[config.mk]
export PLATFORM = sky130hd
export DESIGN_NAME = cpu_timing_gen
export DESIGN_NICKNAME = d
export VERILOG_FILES = /design/src/rtl/cpu_timing_gen.sv
export SDC_FILE = /design/constraint.sdc
export NUM_CORES = 1
export LEC_CHECK = 0
export CAP_MARGIN = 10
export CORE_MARGIN = 4
export CORE_UTILIZATION = 49
export CTS_CLUSTER_SIZE = 8
export DETAILED_ROUTE_END_ITERATION = 8
export PLACE_DENSITY_LB_ADDON = 0.3
export SETUP_SLACK_MARGIN = 0.2
export SYNTH_ARGS = -nofsm -noshare
export SYNTH_HDL_FRONTEND = slang
export SYNTH_SLANG_ARGS = --single-unit
[constraint.sdc]
create_clock -name clk -period 4.05 [get_ports clk]
set_input_delay 0.81 -clock clk [delete_from_list [all_inputs] [get_ports clk]]
set_output_delay 0.81 -clock clk [all_outputs]
set_load 0.02 [all_outputs]
[src/rtl/cpu_timing_gen.sv]
// Beat/phase sequencer for the control unit: 4-beat fetch then 4-beat execute per
// instruction, with run/step control, memory stall, halt detection and a retire counter.
module cpu_timing_gen #(
  parameter logic [7:0] HALT_OPCODE = 8'hFF,
  parameter int         CNT_W       = 16
) (
  input  logic             clk,
  input  logic             rst_n,
  input  logic             run,
  input  logic             step,
  input  logic             stall,
  input  logic [7:0]       mem_data,
  output logic [3:0]       slow,
  output logic             quick,
  output logic [7:0]       ir,
  output logic             busy,
  output logic             halted,
  output logic [CNT_W-1:0] instr_cnt
);

  typedef enum logic [1:0] {S_IDLE, S_FETCH, S_EXEC, S_HALT} state_t;

  state_t           r_state, w_state_nxt;
  logic [3:0]       r_slow, w_slow_nxt;
  logic [7:0]       r_ir, w_ir_nxt;
  logic [CNT_W-1:0] r_cnt, w_cnt_nxt;
  logic             r_quick, r_busy, r_halted;

  always_comb begin
    // NOTE: every next-state signal gets a default before the case, so no path leaves it unassigned and no latch is inferred.
    w_state_nxt = r_state;
    w_slow_nxt  = r_slow;
    w_ir_nxt    = r_ir;
    w_cnt_nxt   = r_cnt;
    unique case (r_state)
      S_IDLE: begin
        w_slow_nxt = 4'b0000;
        if (run && !stall) begin
          w_state_nxt = S_FETCH;
          w_slow_nxt  = 4'b1000;
        end
      end
      S_FETCH: if (!stall) begin
        if (r_slow[1]) w_ir_nxt = mem_data;
        if (r_slow[0]) begin
          w_state_nxt = S_EXEC;
          w_slow_nxt  = 4'b1000;
        end else begin
          w_slow_nxt = r_slow >> 1;
        end
      end
      S_EXEC: if (!stall) begin
        if (r_slow[0]) begin
          w_cnt_nxt = r_cnt + CNT_W'(1);
          // Halt wins over single-step.
          if (r_ir == HALT_OPCODE) begin
            w_state_nxt = S_HALT;
            w_slow_nxt  = 4'b0000;
          end else if (step) begin
            w_state_nxt = S_IDLE;
            w_slow_nxt  = 4'b0000;
          end else begin
            w_state_nxt = S_FETCH;
            w_slow_nxt  = 4'b1000;
          end
        end else begin
          w_slow_nxt = r_slow >> 1;
        end
      end
      S_HALT: w_slow_nxt = 4'b0000;
      default: begin
        w_state_nxt = S_IDLE;
        w_slow_nxt  = 4'b0000;
      end
    endcase
  end

  // NOTE: sequential state uses non-blocking assignments so every register samples pre-edge values.
  always_ff @(posedge clk or negedge rst_n) begin
    if (!rst_n) begin
      r_state  <= S_IDLE;
      r_slow   <= 4'b0000;
      r_ir     <= 8'h00;
      r_cnt    <= '0;
      r_quick  <= 1'b0;
      r_busy   <= 1'b0;
      r_halted <= 1'b0;
    end else begin
      r_state  <= w_state_nxt;
      r_slow   <= w_slow_nxt;
      r_ir     <= w_ir_nxt;
      r_cnt    <= w_cnt_nxt;
      r_quick  <= (w_state_nxt == S_FETCH);
      r_busy   <= (w_state_nxt == S_FETCH) || (w_state_nxt == S_EXEC);
      r_halted <= (w_state_nxt == S_HALT);
    end
  end

  assign slow      = r_slow;
  assign quick     = r_quick;
  assign ir        = r_ir;
  assign busy      = r_busy;
  assign halted    = r_halted;
  assign instr_cnt = r_cnt;

endmodule

==> impl.org <==
** Final layout
- Registers take 826 um2.
- Once layout is complete, the utilization of the core stands at 0.694.
- The finished layout holds 196 standard cells, fillers aside.
- Area of the multi-input gates :: 582 um2
- Signed area change from the synthesized netlist to the final layout :: 33.4%
- After routing the design area is 1950 um2.
- The repair_antennas step left the layout with diodes totalling 0.
- In the final layout, the share of cells above drive strength 1 is 0.103.
- Fillers :: 236
- At the end of the flow, the number of nets in the layout was 181.

** Floorplan
- For this design the top-level I/O count stands at 44.
- Measured along the y axis, the die boundary spans 62.6 um.
- Placeable Area :: 2810 um2
- Starting density of the core :: 0.520
- Total number of placement rows :: 19
- The die covers 3910 um2.
- The floorplan step set the die width to 62.6 um.

** STA
- Setup violations remaining at the end of the flow were counted as 0.
- For the final routed database, the setup TNS stands at 0 ns.
- Unrepaired setup endpoints after global routing :: false
- Worst setup margin :: 1.66 ns
- Of the available clock period, the critical path in the final layout requires 0.590.
- The max-slew violation count came to 0.
- Derived from the worst setup path, the maximum achievable clock frequency is 418 MHz.
- Measured against its own limit, the worst slew margin works out to 0.734.
- The worst path in the final design needs a cycle of 2.39 ns, including I/O delays and setup.
- Worst hold slack after final layout :: 0.479 ns
- Worst-margin pin slew :: 0.400 ns
- The final-report hold violation count came to 0.
- Clock skew on the completed layout was measured at 0.0106 ns.

** Global routing
- The first global-routing pass estimated 4.84 mm of wire.
- For this run, global-route usage on met3 was measured as 0.0612.
- The number of antenna violations at the first check in global routing was 0.
- All-Layer GR Usage :: 0.157
- Global-route met1 utilization :: 0.166
- Largest net degree at the start of global routing :: 34
- The via count of the first global-routing pass is 1103.
- Most heavily used metal layer in global routing :: met2
- Overflow left after global routing :: 0
- Met2 Usage GRT :: 0.266

** Setup path
- Maximum fanout count along the critical path :: 12
- The endpoint identified for the worst register-to-register timing path is instr_cnt[14].
- Worst setup path category :: in2reg
- Category of the worst setup path launch point :: input port
- For flop-to-flop paths, the worst setup slack is 2.29 ns.
- Category of the worst setup path capture point :: register
- STA puts the critical path data arrival time at 2.61 ns.
- For the worst flop-to-flop path, the logic depth is 4.
- Reg-to-Reg Start :: r_state[0]
- Data on the critical path is required at its endpoint by 4.27 ns.

** Place
- OpenSTA, run right after detailed placement, puts the worst setup slack at 1.34 ns.
- The count of buffers added on input and output ports is 43.
- Area after detailed placement :: 1890 um2
- Half-perimeter wire length after detailed placement :: 2.06 mm
- Routability-driven placement finished with a final weighted congestion of 0.860.
- Post-placement cell count :: 189

** Yosys
- After synthesis, the cell types taking the most area are sky130_fd_sc_hd__dfrtp_1 (57%), sky130_fd_sc_hd__xnor2_1 (8.4%), sky130_fd_sc_hd__mux2_2 (6.9%), sky130_fd_sc_hd__nand2_1 (3.1%), sky130_fd_sc_hd__ha_1 (2.6%).
- Synth top cells by count :: sky130_fd_sc_hd__dfrtp_1 (33), sky130_fd_sc_hd__xnor2_1 (14), sky130_fd_sc_hd__nand2_1 (12), sky130_fd_sc_hd__mux2_2 (9)
- Biggest area consumer among synthesized cells :: sky130_fd_sc_hd__dfrtp_1
- After technology mapping, the gate count stands at 120.
- Post-synth design cell area :: 1460 um2
- Fraction of the yosys area taken by sequential cells :: 0.566
- The synthesized design contains 33 register bits.
- Synthesized netlist net count :: 136
- Flip-flop cell with the highest count after synthesis :: sky130_fd_sc_hd__dfrtp_1
- Mean instance size in the synthesized netlist :: 12.2 um2
- Number of warnings printed during yosys synthesis :: 0
- Most repeated cell in the gate-level netlist after synthesis :: sky130_fd_sc_hd__dfrtp_1
- Counting flops with an async set or reset pin after synthesis yields a share of 1.00.
- Number of distinct standard cells referenced by the synthesized netlist :: 30
- Of the post-synthesis cell area, the dominant cell type holds 0.566.
- Yosys mapped a number of flops with a built-in enable equal to 0.

** Detailed routing
- 1st-pass router iterations :: 4
- After detailed routing, the number of remaining DRC violations is 0.
- Summing over every cut layer, the via total after detailed routing is 1066.
- The final layout contains routed wiring with a total length of 2.79 mm.
- The count of nets left with antenna violations once routing finished came out at 0.
- Average detailed-routed wire length per instance :: 14.2 um
- DR iter-0 viols :: 44
- Via density per instance :: 5.44

** CTS
- Level count of the clock H-tree :: 2
- TritonCTS built the clock tree.
- Clock-pin slew was measured on the worst setup and hold paths at 0.08 ns.
- Clock tree synthesis selected as its root buffer the cell sky130_fd_sc_hd__clkbuf_4.
- The later pin in the worst-skew pair is clocked with a latency of 0.32 ns.
- Clock buffers created by TritonCTS :: 5
- Number of gates resized after cts :: 0
- Worst-case clock buffer depth :: 2
- In this run, post-CTS hold repair placed 0 buffers.
- Buffers added to address setup during post-CTS repair amount to 0.
- CTS saw 33 sinks.

** Power
- Dividing total power by cell area gives a power density of 450 nW/um2.
- Static leakage :: 0.872 nW
- Overall power of the completed layout :: 876 uW
- VDD sags by at most 0.338 mV.

** Worst hold path
- Hold path depth :: 1
- The worst hold path belongs to the class reg2reg.
- The worst hold path terminates at instr_cnt[15].
- The startpoint identified for the worst hold timing path is instr_cnt[15].

** Run status
- Run status :: finished, final reports clean

** Flow run
- Across the run, the number of max-cap violations was 0.
[how the worst max path moves through the flow]
stage / end / start / slack [ns] / cells after the start
2_1_floorplan: busy / stall / 2.15 / 5
3_3_place_gp: instr_cnt[11] / stall / 1.39 / 5
3_5_place_dp: instr_cnt[14] / stall / 1.34 / 5
4_1_cts: busy / stall / 1.67 / 5
5_1_grt: instr_cnt[14] / stall / 1.58 / 5
6_report: busy / stall / 1.66 / 5
[metal layers]
metal | up-vias | share of wire
met5 | - | 0
met4 | 0 | 0.019
met3 | 7 | 0.071
met2 | 40 | 0.50
met1 | 512 | 0.41
li1 | 507 | -
[cells in the final DEF (no fill, tap or decap), drive strengths merged]
cell type / count
clkbuf: 7
xnor2: 14
mux2: 9
clkdlybuf4s50: 43
a221o: 1
nor4b: 1
dfrtp: 33
and2: 2
mux2i: 1
a21oi: 2
nand2: 12
nand4: 5
xor2: 2
or2: 1
ha: 3
and4bb: 1
buf: 1
a22oi: 2
and4: 3
and4b: 1
nor2: 5
a31oi: 2
nand3: 3
a22o: 1
nor3b: 1
inv: 2
o21ai: 1
nor2b: 1
and3: 5
[logic make-up after synthesis]
kind of cell | count (synthesis) | synth area share
flip-flops | 33 | 0.566
AO/OA/AOI/OAI | 9 | 0.0420
multiplexers | 10 | 0.0763
adder cells (fa/ha/maj) | 3 | 0.0257
XOR/XNOR | 16 | 0.0961
buffers and inverters | 8 | 0.0352
AND/OR/NAND/NOR | 41 | 0.159
[cell type report]
type | count | area share
Multi-Input combinational cell | 79 | 0.299
Sequential cell | 33 | 0.424
Inverter | 2 | 0.00386
Tap cell | 31 | 0.0199
Timing Repair Buffer | 44 | 0.225
Clock buffer | 7 | 0.0283
[worst max-delay path, stage by stage]
cell and delay (ns):
sky130_fd_sc_hd__clkdlybuf4s50_1 0.68, sky130_fd_sc_hd__and4bb_1 0.37, sky130_fd_sc_hd__a221o_1 0.40, sky130_fd_sc_hd__ha_1 0.30, sky130_fd_sc_hd__inv_1 0.04
[sequential cells by signal (all words and copies together) (netlist names)]
register / count
instr_cnt: 16
ir: 8
slow: 4
r_state: 2
busy: 1
halted: 1
quick: 1
[power breakdown]
group / switching, mW / internal, mW
logic: 0.121 / 0.138
clock network: 0.0994 / 0.0819
registers: 0.0517 / 0.384
total: 0.272 / 0.604
No activity file was read; power rests on OpenSTA's default activity.
